$ cat config.mk
export PLATFORM = sky130hd
export DESIGN_NAME = tr_tracker
export DESIGN_NICKNAME = d
export VERILOG_FILES = /design/src/rtl/tr_pkg.sv /design/src/rtl/tr_step_pulse.sv /design/src/rtl/tr_tracker.sv
export SDC_FILE = /design/constraint.sdc
export NUM_CORES = 1
export LEC_CHECK = 0
export ABC_CLOCK_PERIOD_IN_PS = 10650
export CAP_MARGIN = 0
export CELL_PAD_IN_SITES_DETAIL_PLACEMENT = 1
export CELL_PAD_IN_SITES_GLOBAL_PLACEMENT = 1
export CORE_MARGIN = 2
export CORE_UTILIZATION = 30
export DETAILED_ROUTE_END_ITERATION = 8
export GPL_TIMING_DRIVEN = 0
export HOLD_SLACK_MARGIN = 0.06
export PLACE_DENSITY_LB_ADDON = 0.15
export SYNTH_ARGS = -nofsm -noshare
export SYNTH_HDL_FRONTEND = slang
export SYNTH_SLANG_ARGS = --single-unit
$ cat constraint.sdc
create_clock -name clk -period 10.65 [get_ports clk]
set_clock_uncertainty 0.05 [all_clocks]
set_input_delay 2.6625 -clock clk [delete_from_list [all_inputs] [get_ports clk]]
set_output_delay 2.6625 -clock clk [all_outputs]
set_load 0.02 [all_outputs]
$ cat src/rtl/tr_pkg.sv
// Shared defaults and types for the tracking-mode stepper controller.
package tr_pkg;

  localparam int XW_DEFAULT    = 12;
  localparam int NW_DEFAULT    = 17;
  localparam int N_MAX_DEFAULT = 100000;
  localparam int N_MIN_DEFAULT = 1000;
  localparam int SLOPE_DEFAULT = 64;

  typedef enum logic {
    DIR_BELOW = 1'b0,
    DIR_ABOVE = 1'b1
  } dir_t;

endpackage

$ cat src/rtl/tr_step_pulse.sv
// Step pulse generator: counts timebase ticks and emits a one-clock step every n_period ticks.
module tr_step_pulse
  import tr_pkg::*;
#(
  parameter int NW = NW_DEFAULT
) (
  input  logic          clk,
  input  logic          rst,
  input  logic          data_valid_trig,
  input  logic          enable,
  input  logic [NW-1:0] n_period,
  output logic          drv_step
);

  logic [NW-1:0] tick_cnt;
  logic [NW-1:0] last_tick;

  // Periods below 2 are clamped to 2 so a step is never held high continuously.
  always_comb begin
    last_tick = (n_period < NW'(2)) ? NW'(1) : n_period - NW'(1);
  end

  // ">=" rather than "==" so a shortened period fires on the next tick instead of wrapping the counter.
  always_ff @(posedge clk) begin
    if (rst || !enable) begin
      tick_cnt <= '0;
      drv_step <= 1'b0;
    end else begin
      drv_step <= 1'b0;
      if (data_valid_trig) begin
        if (tick_cnt >= last_tick) begin
          tick_cnt <= '0;
          drv_step <= 1'b1;
        end else begin
          tick_cnt <= tick_cnt + NW'(1);
        end
      end
    end
  end

endmodule

$ cat src/rtl/tr_tracker.sv
// Tracking controller: hysteretic motor enable, direction and error-proportional step period
// derived from ADC samples, driving the step pulse generator.
module tr_tracker
  import tr_pkg::*;
#(
  parameter int XW    = XW_DEFAULT,
  parameter int NW    = NW_DEFAULT,
  parameter int N_MAX = N_MAX_DEFAULT,
  parameter int N_MIN = N_MIN_DEFAULT,
  parameter int SLOPE = SLOPE_DEFAULT
) (
  input  logic          clk,
  input  logic          rst,
  input  logic          data_valid,
  input  logic          data_valid_trig,
  input  logic          tr_mode_enable,
  input  logic [XW-1:0] x,
  input  logic [XW-1:0] x0,
  input  logic [XW-1:0] dx1,
  input  logic [XW-1:0] dx2,
  output logic          drv_step,
  output logic          drv_dir,
  output logic          drv_enable_sm,
  output logic [NW-1:0] n_period
);

  localparam int PW = XW + NW + 1;

  logic signed [XW:0] err;
  logic [XW:0]        abs_err;
  logic [XW:0]        excess;
  logic               inside_dx1;
  logic               outside_dx2;
  logic               en_upd;
  logic               en_next;
  logic               dir_upd;
  logic               pulse_enable;
  logic [PW-1:0]      slope_term;
  logic [NW-1:0]      period_upd;

  // The extra sign bit keeps |e| exact even at full-scale error.
  always_comb begin
    err         = $signed({1'b0, x}) - $signed({1'b0, x0});
    abs_err     = err[XW] ? $unsigned(-err) : $unsigned(err);
    inside_dx1  = abs_err <= {1'b0, dx1};
    outside_dx2 = abs_err > {1'b0, dx2};
    en_upd      = (drv_enable_sm | outside_dx2) & ~inside_dx1;
    excess      = abs_err - {1'b0, dx1};
    slope_term  = PW'(SLOPE) * PW'(excess);

    if (!en_upd) begin
      period_upd = NW'(N_MAX);
    end else if (slope_term >= PW'(N_MAX - N_MIN)) begin
      period_upd = NW'(N_MIN);
    end else begin
      period_upd = NW'(PW'(N_MAX) - slope_term);
    end

    if (err[XW]) begin
      dir_upd = DIR_BELOW;
    end else if (err != '0) begin
      dir_upd = DIR_ABOVE;
    end else begin
      dir_upd = drv_dir;
    end

    en_next = drv_enable_sm;
    if (!tr_mode_enable) begin
      en_next = 1'b0;
    end else if (data_valid) begin
      en_next = en_upd;
    end
  end

  always_ff @(posedge clk) begin
    if (rst) begin
      drv_enable_sm <= 1'b0;
      drv_dir       <= DIR_BELOW;
      n_period      <= NW'(N_MAX);
    end else if (!tr_mode_enable) begin
      drv_enable_sm <= 1'b0;
      n_period      <= NW'(N_MAX);
    end else if (data_valid) begin
      drv_enable_sm <= en_upd;
      drv_dir       <= dir_upd;
      n_period      <= period_upd;
    end
  end

  // Gating with the next enable too stops a step landing on the same clock the motor is disabled.
  assign pulse_enable = drv_enable_sm & en_next;

  tr_step_pulse #(
    .NW(NW)
  ) u_step (
    .clk            (clk),
    .rst            (rst),
    .data_valid_trig(data_valid_trig),
    .enable         (pulse_enable),
    .n_period       (n_period),
    .drv_step       (drv_step)
  );

endmodule

==> results of run 1 <==
[worst paths after layout]
check | start | end | slack [ps] | cells past startpoint
worst max-delay path | x[0] | n_period[15] | 2430 | 22
worst min-delay path | n_period[8] | n_period[8] | 450 | 2
worst max register to register | u_step.tick_cnt[10] | u_step.tick_cnt[16] | 7680 | 10
worst min register to register | n_period[8] | n_period[8] | 450 | 2
[through the flow]
stage / instances / setup WS [ps] / utilization [%]
after floorplan: 502 / 3440 / -
after global placement: 741 / 2230 / 37.5
after detailed placement: 741 / 2140 / 37.5
after CTS: 748 / 2380 / 38.6
after global routing: 748 / 1940 / 38.6
final: 748 / 2430 / 38.6
[power breakdown]
part / switching, mW / total, mW / internal (mW) / leakage [nW]
sequential: 0.00207 / 0.124 / 0.122 / 0.259
combinational: 0.245 / 0.429 / 0.184 / 1.82
clock: 0.0505 / 0.135 / 0.0848 / 0.0667
total: 0.298 / 0.689 / 0.391 / 2.15
[area by class of cell]
| type | instances | area, um^2 | share of cell area [%] |
|---|---|---|---|
| clock buffers | 6 | 129 | 2.68 |
| repair buffers | 67 | 671 | 13.9 |
| inverters | 62 | 233 | 4.84 |
| clock inverters | 1 | 5.00 | 0.104 |
| well taps | 172 | 215 | 4.47 |
| plain buffers | 11 | 70.1 | 1.46 |
| flip-flops and latches | 32 | 641 | 13.3 |
| multi-input cells | 397 | 2850 | 59.2 |
[registers in the layout, indices dropped and copies added, names as in the netlist]
| register | count |
|---|---|
| u_step.tick_cnt | 17 |
| u_step.drv_step | 1 |
| drv_dir | 1 |
| n_period | 12 |
| drv_enable_sm | 1 |
[worst reg2reg max path, cell delays in order, from the launching register on]
cell and delay (ps):
sky130_fd_sc_hd__dfxtp_1 510, sky130_fd_sc_hd__ha_1 310, sky130_fd_sc_hd__and4_1 240, sky130_fd_sc_hd__a221oi_1 350, sky130_fd_sc_hd__o21ai_0 180, sky130_fd_sc_hd__a31oi_1 230
sky130_fd_sc_hd__o21ai_0 170, sky130_fd_sc_hd__nand2_1 130, sky130_fd_sc_hd__nand4_1 270, sky130_fd_sc_hd__buf_2 310, sky130_fd_sc_hd__nor2_1 140
[cells by family (layout without fill, tap and decap cells)]
logic type | after synthesis | count (layout)
adders and majority gates | 55 | 55
xor gates and xnor gates | 45 | 45
AOI/OAI and AO/OA | 113 | 113
muxes | 3 | 3
buffers and inverters | 73 | 147
DFF | 32 | 32
other | 2 | 5
and+or+nand+nor | 176 | 176
[placed cells by master (no fill, tap or decap), drive strengths merged, types with 3 or more instances in the layout]
cell type | netlist | routed
a211o | 3 | 3
and3 | 6 | 6
clkbuf | 3 | 9
or3 | 5 | 5
ha | 53 | 53
a311oi | 3 | 3
xnor2 | 27 | 27
or2 | 5 | 5
o211ai | 4 | 4
nor2 | 59 | 59
buf | 8 | 8
inv | 62 | 62
conb | 2 | 5
mux2i | 3 | 3
o21a | 9 | 9
nand2b | 3 | 3
o31ai | 4 | 4
nor2b | 9 | 9
xor2 | 18 | 18
a211oi | 7 | 7
nand3 | 13 | 13
o21ai | 16 | 16
clkdlybuf4s50 | 0 | 67
dfxtp | 32 | 32
and2 | 7 | 7
nand2 | 38 | 38
a21o | 14 | 14
a32o | 4 | 4
a21oi | 23 | 23
nor3 | 14 | 14
a31oi | 4 | 4
nand4 | 9 | 9
[routing by layer]
metal / track usage, % / up-vias / wire length, um
li1: - / 1890 / -
met1: 21.3 / 1742 / 5170
met2: 30.0 / 49 / 5290
met3: 2.08 / 11 / 224
met4: 3.33 / 0 / 141
met5: 0 / - / 0
==> impl_summary.log, run 1 <==
[metrics] # IOs: 73
[metrics] main combinational cell family by area after synthesis: simple AND/OR/NAND/NOR gates
[metrics] part of the cycle the worst path needs: 77.2%
[metrics] Synth area leaders: sky130_fd_sc_hd__ha_1 18%, sky130_fd_sc_hd__dfxtp_1 17%, sky130_fd_sc_hd__xnor2_1 6.3%
[metrics] residual DRC count: 0
[metrics] Overflow after GRT: 0
[metrics] final max-slew violation count: 0
[metrics] DPL Wire Length: about 9300 um
[metrics] H-tree lvl count: 2
[metrics] post-place instance area: 0.00468 mm^2
[metrics] setup repair after global routing missed its margin: false
[metrics] hold slack: roughly 450 ps
[metrics] DRT Wirelength: ~11000 um
[metrics] delay of the slowest critical-path stage: 680 ps
[metrics] Buf+Inv Stages, Crit Path: 3
[metrics] routed length per placed instance: about 14 um
[metrics] remaining antenna violation count: 0
[metrics] top fanout value on the critical path: 9
[metrics] Post-Layout Inst Area: about 0.0048 mm^2
[metrics] Root Driver: sky130_fd_sc_hd__clkbuf_16
[metrics] row cnt: slightly above 40
[metrics] post-synthesis average cell area: around 7.6 um^2
[metrics] number of flip-flops and latches in the synthesized netlist: 32
[metrics] category of the worst setup path launch point: input port
[metrics] vias in the first global route: between 3000 and 4000
[metrics] most instantiated library cell after synthesis: sky130_fd_sc_hd__inv_1
[metrics] power per unit of standard cell area: ~140 mW/mm^2
[metrics] starting density of the core: between 30% and 40%
[metrics] count of fill cells added during filler insertion: 1522
[metrics] count of flip-flops with a built-in enable after synthesis: 0
[metrics] total power of the final layout: ~690 uW
[metrics] Area growth syn-to-layout: 27.3%
[metrics] number of post-CTS setup repair buffers: 0
[metrics] later-pin clock latency in the skew report: 280 ps
[metrics] top-area cell type share of the netlist area: 17.5%
[metrics] post-synth cell types: 66
[metrics] clock tree from TritonCTS: done
[metrics] Synthesis Warnings: 0
[metrics] number of failing hold endpoints at the final stage: 0
[metrics] outcome: completed
[metrics] final estimated routing congestion in global placement: between 0.8 and 0.9
[metrics] aggregate negative setup slack: 0 ps
[metrics] class of the most critical setup path: in -> reg
[metrics] first-pass GRT wire length: roughly 18000 um
[metrics] die width: 116 um
[metrics] sequential-to-total area share from yosys stat: around 17%
[metrics] number of sinks on the clock net: 32
[metrics] post-cts sizing count: 0
[metrics] DIE AREA: between 0.01 and 0.015 mm^2
[metrics] Clk pin slew, worst setup/hold paths: ~50 ps
[metrics] crit path capture type: flop
[metrics] Setup Viol. Count Final: 0
[metrics] CP arrival: ~8300 ps
[metrics] count of routing violations after the opening detailed-route iteration: slightly above 70
[metrics] cts-stage hold buffer count: 0
[metrics] min cycle time layout: between 8000 and 9000 ps
[metrics] largest net degree at the start of global routing: 11
[metrics] cell type contributing the most total cell area after synthesis: sky130_fd_sc_hd__ha_1
[metrics] overall die height: about 120 um
[metrics] Synth Flop Type: sky130_fd_sc_hd__dfxtp_1
[metrics] Floorplan Core Area: around 0.012 mm^2
[metrics] fraction of layout cells with a size suffix above 1: under 10%
[metrics] ys async rst share: 0%
[metrics] family of cells with the greatest summed delay on the critical path: simple AND/OR/NAND/NOR gates
[metrics] detailed-router iteration count before antenna repair: 4
[metrics] worst IR drop on VDD: around 0.055 mV
[metrics] portion of netlist area occupied by mux cells: less than 1%
[metrics] Leakage: approximately 2.1 nW
[metrics] routed vias: between 3000 and 4000
[metrics] summed instance area of the synthesized netlist: between 0.003 and 0.004 mm^2
[metrics] headroom to the max-slew limit: about two fifths
[metrics] slew at the pin closest to its max-slew limit: 894 ps
[metrics] initial antenna violation count: 0
[metrics] leading cell types by count after synthesis: 62 x sky130_fd_sc_hd__inv_1, 59 x sky130_fd_sc_hd__nor2_1, 53 x sky130_fd_sc_hd__ha_1, 38 x sky130_fd_sc_hd__nand2_1, 32 x sky130_fd_sc_hd__dfxtp_1
[metrics] GRT Resource Usage Total: 16.6%
[metrics] synthesized-area fraction occupied by ao, oa, aoi and oai cells: 21.8%
[metrics] critical path required time: about 11000 ps
[metrics] XOR/XNOR share of the synthesized area: a little over a tenth
[metrics] antenna diode count: 0
[metrics] Max Clk Rate: between 100 and 150 MHz
[metrics] cell-by-cell trace of the critical path: clkdlybuf4s50_1, inv_1, ha_1, fa_1, nor2b_1, o211ai_2, a211oi_1, or2_2, a221o_1, clkbuf_1, nor2_1, xor2_1, ha_1, o21ai_0, a211oi_1, o21ai_0, and3_1, or4b_2, nor3b_1, xnor2_1, nor2_1, a211o_2
[metrics] number of instances in the synthesized netlist: between 400 and 500
[metrics] max-cap violation count: 0
[metrics] detail-routed via count per cell: between 4 and 5
[metrics] number of input and output port buffers inserted: between 60 and 70
[metrics] Crit-path slowest cell: sky130_fd_sc_hd__or4b_2
[metrics] number of clock buffers inserted by TritonCTS: 5
[metrics] total number of nets in the final design: about 700
[metrics] adder and majority gate portion of the synthesized area: a little under a fifth
[metrics] simple-gate area share of the yosys netlist: a little under a quarter
[metrics] maximum root-to-sink buffer count: 2
[metrics] kind of path behind the tightest hold check: reg -> reg
(Power assumes the default switching activity.)
==> inputs of run 2 (changes only) <==
- ABC_CLOCK_PERIOD_IN_PS: 10650 -> 8000
- clock period: 10.65 -> 8 ns (I/O delays scaled with it)
==> impl_summary.log, run 2 (synthesis results as in run 1) <==
[metrics] outcome: completed (unchanged)
[metrics] count of fill cells added during filler insertion: 1520 (was 1522)
[metrics] number of post-CTS setup repair buffers: 0 (unchanged)
[metrics] number of clock buffers inserted by TritonCTS: 5 (unchanged)
[metrics] Leakage: 2.14 nW (was 2.15 nW)
[metrics] registers with the highest flip-flop counts: u_step.tick_cnt (17), n_period (12) (unchanged)
[metrics] worst IR drop on VDD: 0.0730 mV (was 0.0548 mV)
[metrics] Placed Cells: 741 (unchanged)
[metrics] maximum root-to-sink buffer count: 2 (unchanged)
[metrics] Area growth syn-to-layout: 27.2% (was 27.3%)
[metrics] most common cell after layout, fill and taps aside: sky130_fd_sc_hd__clkdlybuf4s50_1 (unchanged)
[metrics] aggregate negative setup slack: 0 ps (unchanged)
[metrics] fraction of layout cells with a size suffix above 1: 5.91% (was 5.90%)
[metrics] H-tree lvl count: 2 (unchanged)
[metrics] number of input and output port buffers inserted: 67 (unchanged)
[metrics] Worst setup startpoint: x[0] (unchanged)
[metrics] largest net degree at the start of global routing: 11 (unchanged)
[metrics] number of failing hold endpoints at the final stage: 0 (unchanged)
[metrics] die width: 116 um (unchanged)
[metrics] Max Clk Rate: 134 MHz
[metrics] power per unit of standard cell area: 191 mW/mm^2 (was 143 mW/mm^2)
[metrics] GRT Resource Usage Total: 16.6% (unchanged)
[metrics] Root Driver: sky130_fd_sc_hd__clkbuf_16 (unchanged)
[metrics] crit path capture type: flop (unchanged)
[metrics] depth of the worst register-to-register path: 10 (unchanged)
[metrics] DRT Wirelength: 10800 um (about the same)
[metrics] antenna diode count: 0 (unchanged)
[metrics] overall die height: 116 um (unchanged)
[metrics] Hold Path Origin: n_period[8] (unchanged)
[metrics] detailed-router iteration count before antenna repair: 4 (unchanged)
[metrics] post-cts sizing count: 0 (unchanged)
[metrics] max-cap violation count: 0 (unchanged)
[metrics] wire length on met1: 5170 um (about the same)
[metrics] first-pass GRT wire length: 18100 um (unchanged)
[metrics] post-route non-filler standard cell count: 747 (was 748)
[metrics] routed length per placed instance: 14.5 um (about the same)
[metrics] total number of nets in the final design: 683 (was 684)
[metrics] register name with the most flops: u_step.tick_cnt (unchanged)
[metrics] headroom to the max-slew limit: 39.6% (unchanged)
[metrics] category of the worst setup path launch point: input port (unchanged)
[metrics] Overflow after GRT: 0 (unchanged)
[metrics] starting density of the core: 30.3% (unchanged)
[metrics] slew at the pin closest to its max-slew limit: 894 ps (unchanged)
[metrics] critical path required time: 8120 ps (was 10770 ps)
[metrics] startpoint of the most critical register-to-register path: u_step.tick_cnt[10] (unchanged)
[metrics] DPL Wire Length: 9300 um (unchanged)
[metrics] Floorplan Core Area: 0.0125 mm^2 (unchanged)
[metrics] setup repair after global routing missed its margin: false (unchanged)
[metrics] routed vias: 3683 (was 3692)
[metrics] flip-flop count of the largest register, all copies and words added: 17 (unchanged)
[metrics] highest metal layer with signal wires: met4 (unchanged)
[metrics] kind of path behind the tightest hold check: reg -> reg (unchanged)
[metrics] hold slack: 449 ps (about the same)
[metrics] Met3 Routed Length: 226 um (was 224 um)
[metrics] row cnt: 41 (unchanged)
[metrics] final max-slew violation count: 0 (unchanged)
[metrics] top fanout value on the critical path: 5 (was 9)
[metrics] final estimated routing congestion in global placement: 0.824 (unchanged)
[metrics] Clk pin slew, worst setup/hold paths: 50 ps (about the same)
[metrics] Setup Viol. Count Final: 0 (unchanged)
[metrics] part of the cycle the worst path needs: around 93%
[metrics] DIE AREA: 0.0135 mm^2 (unchanged)
[metrics] remaining antenna violation count: 0 (unchanged)
[metrics] vias in the first global route: 3859 (unchanged)
[metrics] DR WL met2: 5280 um (was 5290 um)
[metrics] residual DRC count: 0 (unchanged)
[metrics] initial antenna violation count: 0 (unchanged)
[metrics] cts-stage hold buffer count: 0 (unchanged)
[metrics] # IOs: 73 (unchanged)
[metrics] later-pin clock latency in the skew report: 280 ps (about the same)
[metrics] min cycle time layout: approximately 7500 ps
[metrics] CP arrival: 7590 ps (was 8330 ps)
[metrics] hold depth: 2 (unchanged)
[metrics] clock tree from TritonCTS: done (unchanged)
[metrics] number of sinks on the clock net: 32 (unchanged)
[metrics] class of the most critical setup path: in -> reg (unchanged)
[metrics] count of routing violations after the opening detailed-route iteration: 88 (was 71)
[metrics] detail-routed via count per cell: 4.93 (was 4.94)
[metrics] highest-count cells in the layout ignoring fill and taps: 67 x sky130_fd_sc_hd__clkdlybuf4s50_1, 62 x sky130_fd_sc_hd__inv_1, 59 x sky130_fd_sc_hd__nor2_1, 53 x sky130_fd_sc_hd__ha_1, 38 x sky130_fd_sc_hd__nand2_1 (unchanged)
run 2: cell count changes in the layout (fill, tap and decap cells not counted):
cell,delta
sky130_fd_sc_hd__clkbuf_1,-1
run 2: final cells by class:
class                           count  area (um^2)  share of cell area, %
Buffer                             10         66.3                   1.38
Tap cell                          172          215                   4.48
Inverter                           62          233                   4.84
Multi-Input combinational cell    397         2850                   59.2
Timing Repair Buffer               67          671                   14.0
Sequential cell                    32          641                   13.3
Clock buffer                        6          129                   2.68
Clock inverter                      1         5.00                  0.104
run 2: worst paths after layout:
path                    endpoint  slack (ps)
max reg2reg  u_step.tick_cnt[16]        5030
max                 n_period[15]         530
min reg2reg          n_period[8]         450
min                  n_period[8]         450
run 2: layer usage:
layer	track usage (%)	up-vias
li1	-	1888
met1	21.3	1735
met2	30.0	49
met3	2.08	11
met4	3.33	0
met5	0	-
run 2: through the flow:
step	instance area (um^2)	utilization (%)	power [mW]	worst slack, ps
final	4810	38.6	0.917	532
after global routing	4810	38.6	1.00	98.5
after CTS	4810	38.6	0.926	389
after detailed placement	4680	37.5	0.741	150
after global placement	4680	37.5	0.725	245
after floorplan	3790	-	0.590	1460
run 2: critical path, cell delays in order:
cell and delay [ps]:
sky130_fd_sc_hd__clkdlybuf4s50_1 450, sky130_fd_sc_hd__inv_1 40, sky130_fd_sc_hd__ha_1 220, sky130_fd_sc_hd__fa_1 400, sky130_fd_sc_hd__nor2b_1 190, sky130_fd_sc_hd__o211ai_2 150
sky130_fd_sc_hd__o311ai_0 770, sky130_fd_sc_hd__or3_1 240, sky130_fd_sc_hd__nand2_1 70, sky130_fd_sc_hd__xnor2_1 210, sky130_fd_sc_hd__ha_1 400, sky130_fd_sc_hd__o21ai_0 150
sky130_fd_sc_hd__a211oi_1 200, sky130_fd_sc_hd__o21ai_0 290, sky130_fd_sc_hd__and3_1 260, sky130_fd_sc_hd__or4b_2 680, sky130_fd_sc_hd__nor3b_1 290, sky130_fd_sc_hd__xnor2_1 180
sky130_fd_sc_hd__nor2_1 80, sky130_fd_sc_hd__a211o_2 320
run 2: where the power goes:
part	switching [mW]	leakage (nW)	internal, mW
registers	0.00278	0.259	0.163
clock network	0.0672	0.0667	0.113
logic	0.326	1.82	0.245
==> inputs of run 3 (changes only) <==
- CORE_UTILIZATION: 30 -> 39
==> impl_summary.log, run 3 (synthesis results as in run 1) <==
[metrics] number of clock buffers inserted by TritonCTS: 5 (unchanged)
[metrics] crit path capture type: flop (unchanged)
[metrics] number of failing hold endpoints at the final stage: 0 (unchanged)
[metrics] Setup Viol. Count Final: 0 (unchanged)
[metrics] fraction of layout cells with a size suffix above 1: 5.89% (was 5.91%)
[metrics] Area growth syn-to-layout: 24.7% (was 27.2%)
[metrics] number of input and output port buffers inserted: 67 (unchanged)
[metrics] later-pin clock latency in the skew report: 290 ps (was 280 ps)
[metrics] aggregate negative setup slack: 0 ps (unchanged)
[metrics] GRT Resource Usage Total: 21.4% (was 16.6%)
[metrics] Max Clk Rate: 134 MHz (about the same)
[metrics] row cnt: 35 (was 41)
[metrics] maximum root-to-sink buffer count: 2 (unchanged)
[metrics] initial antenna violation count: 0 (unchanged)
[metrics] outcome: completed (unchanged)
[metrics] largest net degree at the start of global routing: 11 (unchanged)
[metrics] detailed-router iteration count before antenna repair: 4 (unchanged)
[metrics] clock tree from TritonCTS: done (unchanged)
[metrics] first-pass GRT wire length: 18000 um (was 18100 um)
[metrics] routed length per placed instance: 15.0 um (was 14.5 um)
[metrics] Floorplan Core Area: 0.00933 mm^2 (was 0.0125 mm^2)
[metrics] vias in the first global route: 3933 (was 3859)
[metrics] die width: 102 um (was 116 um)
[metrics] antenna diode count: 0 (unchanged)
[metrics] cts-stage hold buffer count: 0 (unchanged)
[metrics] critical path required time: 8130 ps (was 8120 ps)
[metrics] DRT Wirelength: 10600 um (was 10800 um)
[metrics] Clk pin slew, worst setup/hold paths: 70 ps (was 50 ps)
[metrics] headroom to the max-slew limit: 38.0% (was 39.6%)
[metrics] min cycle time layout: 7480 ps (was 7470 ps)
[metrics] met1 usage: 27.8% (was 21.3%)
[metrics] Root Driver: sky130_fd_sc_hd__clkbuf_8 (was sky130_fd_sc_hd__clkbuf_16)
[metrics] max-cap violation count: 0 (unchanged)
[metrics] starting density of the core: 40.5% (was 30.3%)
[metrics] H-tree lvl count: 2 (unchanged)
[metrics] Leakage: 2.12 nW (was 2.14 nW)
[metrics] part of the cycle the worst path needs: 93.5% (was 93.4%)
[metrics] highest-count cells in the layout ignoring fill and taps: 67 x sky130_fd_sc_hd__clkdlybuf4s50_1, 62 x sky130_fd_sc_hd__inv_1, 59 x sky130_fd_sc_hd__nor2_1, 53 x sky130_fd_sc_hd__ha_1, 38 x sky130_fd_sc_hd__nand2_1 (unchanged)
[metrics] CP arrival: 7610 ps (was 7590 ps)
[metrics] # IOs: 73 (unchanged)
[metrics] category of the worst setup path launch point: input port (unchanged)
[metrics] registers with the highest flip-flop counts: u_step.tick_cnt (17), n_period (12) (unchanged)
[metrics] PnR worst setup slack: 517 ps (was 532 ps)
[metrics] total number of nets in the final design: 684 (was 683)
[metrics] kind of path behind the tightest hold check: reg -> reg (unchanged)
[metrics] power per unit of standard cell area: 183 mW/mm^2 (was 191 mW/mm^2)
[metrics] number of sinks on the clock net: 32 (unchanged)
[metrics] layer carrying the most global-route usage: met2 (unchanged)
[metrics] class of the most critical setup path: in -> reg (unchanged)
[metrics] count of routing violations after the opening detailed-route iteration: 108 (was 88)
[metrics] flip-flop count of the largest register, all copies and words added: 17 (unchanged)
[metrics] DIE AREA: 0.0105 mm^2 (was 0.0135 mm^2)
[metrics] Place WS: 209 ps (was 150 ps)
[metrics] top fanout value on the critical path: 9 (was 5)
[metrics] worst IR drop on VDD: 0.0711 mV (was 0.0730 mV)
[metrics] global routing usage on met3: 2.60% (was 2.08%)
[metrics] most common cell after layout, fill and taps aside: sky130_fd_sc_hd__clkdlybuf4s50_1 (unchanged)
[metrics] Overflow after GRT: 0 (unchanged)
[metrics] slew at the pin closest to its max-slew limit: 918 ps (was 894 ps)
[metrics] final estimated routing congestion in global placement: 0.830 (was 0.824)
[metrics] residual DRC count: 0 (unchanged)
[metrics] overall die height: 102 um (was 116 um)
[metrics] final max-slew violation count: 0 (unchanged)
[metrics] remaining antenna violation count: 0 (unchanged)
[metrics] setup repair after global routing missed its margin: false (unchanged)
[metrics] register name with the most flops: u_step.tick_cnt (unchanged)
[metrics] detail-routed via count per cell: 5.27 (was 4.93)
[metrics] GR met2 Demand/Resource: 38.7% (was 30.0%)
[metrics] DPL Wire Length: 9140 um (was 9300 um)
[metrics] routed vias: 3724 (was 3683)
[run 3: final timing paths]
kind,start,endpoint,slack [ps],cells past startpoint
setup / recovery,x[0],n_period[15],520,22
hold / removal,n_period[9],n_period[9],450,2
setup reg to reg,u_step.tick_cnt[10],u_step.tick_cnt[2],5020,10
hold reg to reg,n_period[9],n_period[9],450,2
[run 3: worst max-delay path: stages]
cell and delay (ps):
sky130_fd_sc_hd__clkdlybuf4s50_1 450, sky130_fd_sc_hd__inv_1 40, sky130_fd_sc_hd__ha_1 210, sky130_fd_sc_hd__fa_1 420, sky130_fd_sc_hd__nor2b_1 200, sky130_fd_sc_hd__o211ai_2 160
sky130_fd_sc_hd__a211oi_1 360, sky130_fd_sc_hd__or2_2 210, sky130_fd_sc_hd__a221o_1 150, sky130_fd_sc_hd__clkbuf_1 340, sky130_fd_sc_hd__nand2_1 100, sky130_fd_sc_hd__o21a_1 180
sky130_fd_sc_hd__ha_1 300, sky130_fd_sc_hd__nor2b_1 160, sky130_fd_sc_hd__o31ai_1 400, sky130_fd_sc_hd__a21oi_1 180, sky130_fd_sc_hd__and3_1 210, sky130_fd_sc_hd__or4b_2 680
sky130_fd_sc_hd__nor3b_1 280, sky130_fd_sc_hd__xnor2_1 170, sky130_fd_sc_hd__nor2_1 70, sky130_fd_sc_hd__a211o_2 320
[run 3: what timing repair did]
| item | 4_1_cts | 5_1_grt |
|---|---|---|
| hold endpoints to repair | 0 | 0 |
| endpoints found under the setup margin | 0 | 16 |
| gates resized for setup | 0 | 1 |
| setup buffers | 0 | 0 |
[run 3: routing by layer]
| metal | wire, um | share of wire (%) |
|---|---|---|
| met5 | 0 | 0 |
| met4 | 44 | 0.42 |
| met3 | 468 | 4.4 |
| met2 | 5120 | 48 |
| met1 | 4930 | 47 |
[run 3: final cells by class]
type	instances	area, um^2
buffer	11	70.1
clock buffer	8	90.1
fill	1195	4610
inverter	62	233
multi-input combinational	397	2850
sequential	32	641
tap	129	161
timing repair buffer	67	671
[run 3: power by group]
part | internal (mW) | leakage [nW] | switching, mW
registers | 0.163 | 0.259 | 0.00289
logic | 0.245 | 1.82 | 0.320
clock network | 0.0701 | 0.0455 | 0.0598
total | 0.478 | 2.12 | 0.383
[run 3: through the flow]
step	hold WS (ps)	total power [mW]	util, %	instances	cell area [um^2]
floorplan	433	0.590	-	502	3790
global placement	439	0.714	49.6	698	4620
CTS	448	0.865	50.5	706	4710
finish	445	0.861	50.5	706	4710
detailed placement	439	0.732	49.6	698	4620
global route	486	0.944	50.5	706	4710
==> variant 1: new RTL, config.mk and constraints of run 3 <==
`XW_DEFAULT`: 12 -> 13.
--- a/src/rtl/tr_pkg.sv
+++ b/src/rtl/tr_pkg.sv
@@ -2,5 +2,5 @@
 package tr_pkg;
 
-  localparam int XW_DEFAULT    = 12;
+  localparam int XW_DEFAULT    = 13;
   localparam int NW_DEFAULT    = 17;
   localparam int N_MAX_DEFAULT = 100000;
Ports: changed (resized dx1, dx2, x and x0); port bits go from 73 to 77. No check against the original RTL was run, so the function may have changed too.
==> variant 1 against run 3 <==
Cell area grew 8.1%; maximum frequency up 2.8%; critical path depth shrank 2; clock power increased by 21%; sequential share of layout area shrank 1.0 points; via count grew 9.3%; sequential cell count unchanged; routed wire length is 7.6% higher; power up 9.1%; synthesized area grew 8.3%; setup slack gained 200 ps; combinational power up 9.0%; synthesized cell count rose by 7.8%; die area is 8.0% higher; largest power group unchanged; highest routed layer unchanged.
==> variant 1: results (changes against run 3) <==
- Status: complete, no violations
- R2R cell count: 11 (+1)
- Clock buf/inv share: 2.18% (+0.27 points)
- Met2 usage: 37.4% (-1.3 points)
- GRT Resource Usage Total: 20.4% (-1.0 points)
- Met1 Use GR: 25.9% (-2.0 points)
- Dpl ws: 384 ps (+175 ps)
- Syn Inst Count: 538 (+7.8%)
- Largest net degree at the start of global routing: 12 (+1)
- Inst Count DP: 748 (+7.2%)
- Critical R2R Launch: u_step.tick_cnt[0]
- Count of cell types in the netlist: 67 (+1.5%)
- CP max FO: 10 (+1)
- Met3 Wirelength: 328 um (-30%)
- Non-clock buffers: 85 (+9.0%)
- WHS: 435 ps (-10.0 ps)
- Min cycle time layout: 7280 ps (-201 ps)
- Met2 WL post-DR: 5580 um (+9.0%)
- CP max stage cell: clkdlybuf4s50_1
- First-pass GRT wire length: 19000 um (+5.4%)
- DP Wirelength: 9710 um (+6.2%)
- Top Family by Delay on Critical Path: compound AO/OA/AOI/OAI gates
- Area contributors post-synth: ha_1 17%, dfxtp_1 16%, xor2_1 5.6%
- Non-clk buf share: 15.4% (-0.28 points)
- Post-synth top cells: 60 x inv_1, 57 x ha_1, 50 x nor2_1, 37 x a21oi_1, 34 x nand2_1
- Synthesis-to-finish area growth: 24.5%
- Switching Share: 46.0% (+1.6 points)
- Part of the power in registers: 17.7% (-1.5 points)
- CLK BUF: 5 (-3)
- Slew at the pin closest to its max-slew limit: 606 ps (-312 ps)
- Area occupied by multi-input gates: 3160 sq um (+11%)
- DR WL/cell: 15.0 um (+0.52%)
- Average cell area after synthesis: 7.61 sq um (+0.46%)
- Hold path start: n_period[11]
- Met1 wire length: 5340 um (+8.4%)
- Crit path largest cell delay: 520 ps (-160 ps)
- Critical Path AT: 7430 ps (-180 ps)
- LEAKAGE: 2.22 nW (+4.6%)
- Dpl cell area: 4990 sq um (+7.8%)
- Final cell count without fillers: 756 (+7.1%)
- VDD IR max: 0.0751 mV (+5.7%)
- Net Sw Power: 432 uW (+13%)
- R2r setup slk: 5380 ps (+360 ps)
variant 1: changes by cell type after synthesis, moves of 5 or more:
cell / delta
a21oi_1: +14
nor2_1: -9
o21ai_0: +5
o21bai_1: +5
xor2_1: +8
variant 1: worst max-delay path by stage:
stage	startpoint	end	slack (ps)
final	x0[1]	n_period[15]	720
after global routing	x0[8]	n_period[15]	200
after CTS	x0[1]	n_period[15]	690
after detailed placement	x0[1]	n_period[15]	380
after global placement	x0[3]	n_period[15]	470
after floorplan	x0[3]	n_period[11]	1840
variant 1: cell families (layout without fill, tap and decap cells):
| logic type | after synthesis | after routing | share of synthesized area (%) |
|---|---|---|---|
| compound gates | 138 | 138 | 24.0 |
| xor+xnor | 50 | 50 | 10.7 |
| fa+ha+maj | 59 | 59 | 18.4 |
| buf+inv | 74 | 153 | 7.37 |
| flops | 32 | 32 | 15.6 |
| mux | 4 | 4 | 1.10 |
| other cells | 2 | 5 | 0.183 |
| simple gates | 179 | 179 | 22.6 |
==> variant 2: new RTL, settings of run 3 <==
Made on the original files. Register the output `drv_enable_sm` once more, cleared by the reset; this adds one clock of latency there. The other outputs are not delayed to match.
--- a/src/rtl/tr_tracker.sv
+++ b/src/rtl/tr_tracker.sv
@@ -27,4 +27,6 @@
   localparam int PW = XW + NW + 1;
 
+  logic drv_enable_sm_s0;
+
   logic signed [XW:0] err;
   logic [XW:0]        abs_err;
@@ -45,5 +47,5 @@
     inside_dx1  = abs_err <= {1'b0, dx1};
     outside_dx2 = abs_err > {1'b0, dx2};
-    en_upd      = (drv_enable_sm | outside_dx2) & ~inside_dx1;
+    en_upd      = (drv_enable_sm_s0 | outside_dx2) & ~inside_dx1;
     excess      = abs_err - {1'b0, dx1};
     slope_term  = PW'(SLOPE) * PW'(excess);
@@ -65,5 +67,5 @@
     end
 
-    en_next = drv_enable_sm;
+    en_next = drv_enable_sm_s0;
     if (!tr_mode_enable) begin
       en_next = 1'b0;
@@ -75,12 +77,12 @@
   always_ff @(posedge clk) begin
     if (rst) begin
-      drv_enable_sm <= 1'b0;
+      drv_enable_sm_s0 <= 1'b0;
       drv_dir       <= DIR_BELOW;
       n_period      <= NW'(N_MAX);
     end else if (!tr_mode_enable) begin
-      drv_enable_sm <= 1'b0;
+      drv_enable_sm_s0 <= 1'b0;
       n_period      <= NW'(N_MAX);
     end else if (data_valid) begin
-      drv_enable_sm <= en_upd;
+      drv_enable_sm_s0 <= en_upd;
       drv_dir       <= dir_upd;
       n_period      <= period_upd;
@@ -89,5 +91,5 @@
 
   // Gating with the next enable too stops a step landing on the same clock the motor is disabled.
-  assign pulse_enable = drv_enable_sm & en_next;
+  assign pulse_enable = drv_enable_sm_s0 & en_next;
 
   tr_step_pulse #(
@@ -102,4 +104,12 @@
   );
 
+  always_ff @(posedge clk) begin
+    if (rst) begin
+      drv_enable_sm <= '0;
+    end else begin
+      drv_enable_sm <= drv_enable_sm_s0;
+    end
+  end
+
 endmodule
 
Behaviour: not the same (a bounded check fails within 4 cycles, from zero or initial values and one cycle with rst high).
==> variant 2 against run 3 <==
Cell area up 5.1%; setup slack worse by 93 ps; count of clock-buffer cells in the layout down 1; sequential cell count up 1; power up 12%; routed wire length up 7.7%; register-to-register slack worse by 90 ps; first-iteration DRC count down 20%; sequential share of layout area down 0.26 points; via count up 5.7%; hold slack better by 17 ps; synthesized area up 5.8%; global-route usage down 0.46 points; non-clock buffer count up 6; critical path type unchanged; largest cell class unchanged.
==> variant 2: results (changes against run 3) <==
- Top routing layer used: met4
- Worst-skew pair later-pin latency: 290 ps (about the same)
- Vias in the first global route: 4084 (+3.8%)
- Switching Share: 44.4% (-0.075 points)
- Slew at the pin closest to its max-slew limit: 740 ps (-178 ps)
- Sequential area share after synthesis: 16.5% (-0.43 points)
- Synthesis Warnings: 0 (unchanged)
- Most common flop cell mapped by yosys: dfxtp_1
- Area contributors post-synth: ha_1 17%, dfxtp_1 17%, xor2_1 5.5%
- Status: complete, no violations
- Initial antenna violation count: 0 (unchanged)
- First-pass iteration count of the detailed router: 4 (unchanged)
- Clock slew at reported path FFs: 60 ps
- Part of the power in registers: 17.7% (-1.5 points)
- Vias: 3937 (+5.7%)
- First-pass GRT wire length: 19000 um (+5.6%)
- # diodes: 0 (unchanged)
- Crit path largest cell delay: 500 ps (-180 ps)
- Met3 Wirelength: 373 um (-20%)
- Largest net degree at the start of global routing: 11 (unchanged)
- Async set-reset flop share out of synthesis: 0% (unchanged)
- Met2 WL post-DR: 5760 um (+13%)
- Top Family by Delay on Critical Path: compound AO/OA/AOI/OAI gates
- Min-Delay Path Class: reg2reg
- H-tree levels: 2 (unchanged)
- Count of cell types in the netlist: 71 (+7.6%)
- VDD IR max: 0.0976 mV (+37%)
- Share of cells above drive strength 1: 7.14% (+1.3 points)
- Maximum clock insertion buffer count: 2 (unchanged)
- GRT Resource Usage Total: 21.0% (-0.46 points)
- CP max stage cell: a211oi_1
- CP max FO: 10 (+1)
- RD Place Congestion: 0.840 (+1.2%)
- Critical Path AT: 7690 ps (+80 ps)
- Dpl ws: -216 ps (-425 ps)
- Root buffer cell: clkbuf_8
- Top flop regs: u_step.tick_cnt: 17 flops, n_period: 12 flops
- # port buffers: 65 (-3.0%)
- Num CTS Buffers: 5 (unchanged)
- DRT iter0 DRCs: 86 (-20%)
- Power Density: 195 nW/um^2 (+6.9%)
- Met1 wire length: 5090 um (+3.2%)
- Clock power share: 16.9% (+1.8 points)
- Post-synth top cells: 58 x inv_1, 53 x ha_1, 38 x nand2_1, 33 x a21oi_1, 33 x dfxtp_1
- Fin nets: 695 (+1.6%)
- DP Wirelength: 9550 um (+4.4%)
- DR WL/cell: 15.8 um (+5.5%)
- LEAKAGE: 2.21 nW (+4.2%)
==> variant 2: path summary, 6_finish.rpt <==
kind,to,slack (ps),cells after the start,startpoint
max,n_period[6],420,23,x[0]
max reg2reg,u_step.tick_cnt[2],4930,11,n_period[3]
min,n_period[12],460,2,n_period[12]
min reg2reg,n_period[12],460,2,n_period[12]
==> variant 2: area by class of cell <==
| class | count | area, sq um |
|---|---|---|
| clock inverters | 1 | 30.0 |
| flip-flops and latches | 33 | 661 |
| plain buffers | 18 | 125 |
| fillers | 1208 | 4910 |
| multi-input cells | 404 | 3010 |
| repair buffers | 66 | 658 |
| well taps | 133 | 166 |
| clock buffers | 7 | 86.3 |
| inverters | 59 | 221 |
==> variant 2: routing by layer <==
metal	vias to the layer above	track usage, %
li1	1986	-
met1	1875	25.5
met2	64	39.0
met3	12	3.34
met4	0	3.71
met5	-	0
==> variant 2: stage by stage <==
stage | area [sq um] | instances
2_1_floorplan | 4010 | 514
3_3_place_gp | 4830 | 712
3_5_place_dp | 4830 | 712
4_1_cts | 4940 | 720
5_1_grt | 4950 | 721
6_report | 4950 | 721
==> variant 2: timing repair <==
item / in CTS / in global routing
setup buffers: 0 / 1
resized for setup: 0 / 1
setup endpoints to repair: 0 / 12
==> variant 2: cell families (layout without fill, tap and decap cells) <==
kind of cell             Yosys count  in the layout  synth area share (%)
adder cells (fa/ha/maj)           55             55                  17.6
flip-flops                        33             33                  16.5
buffers and inverters             77            151                  8.67
XOR/XNOR                          43             43                  9.61
AO/OA/AOI/OAI                    133            133                  24.1
multiplexers                       2              2                 0.501
AND/OR/NAND/NOR                  166            166                  22.8
other                              2              5                 0.188
==> variant 2: worst min-delay path, stage by stage (launching register included) <==
cell	delay, ps
dfxtp_1	310
inv_1	80
o32ai_1	70
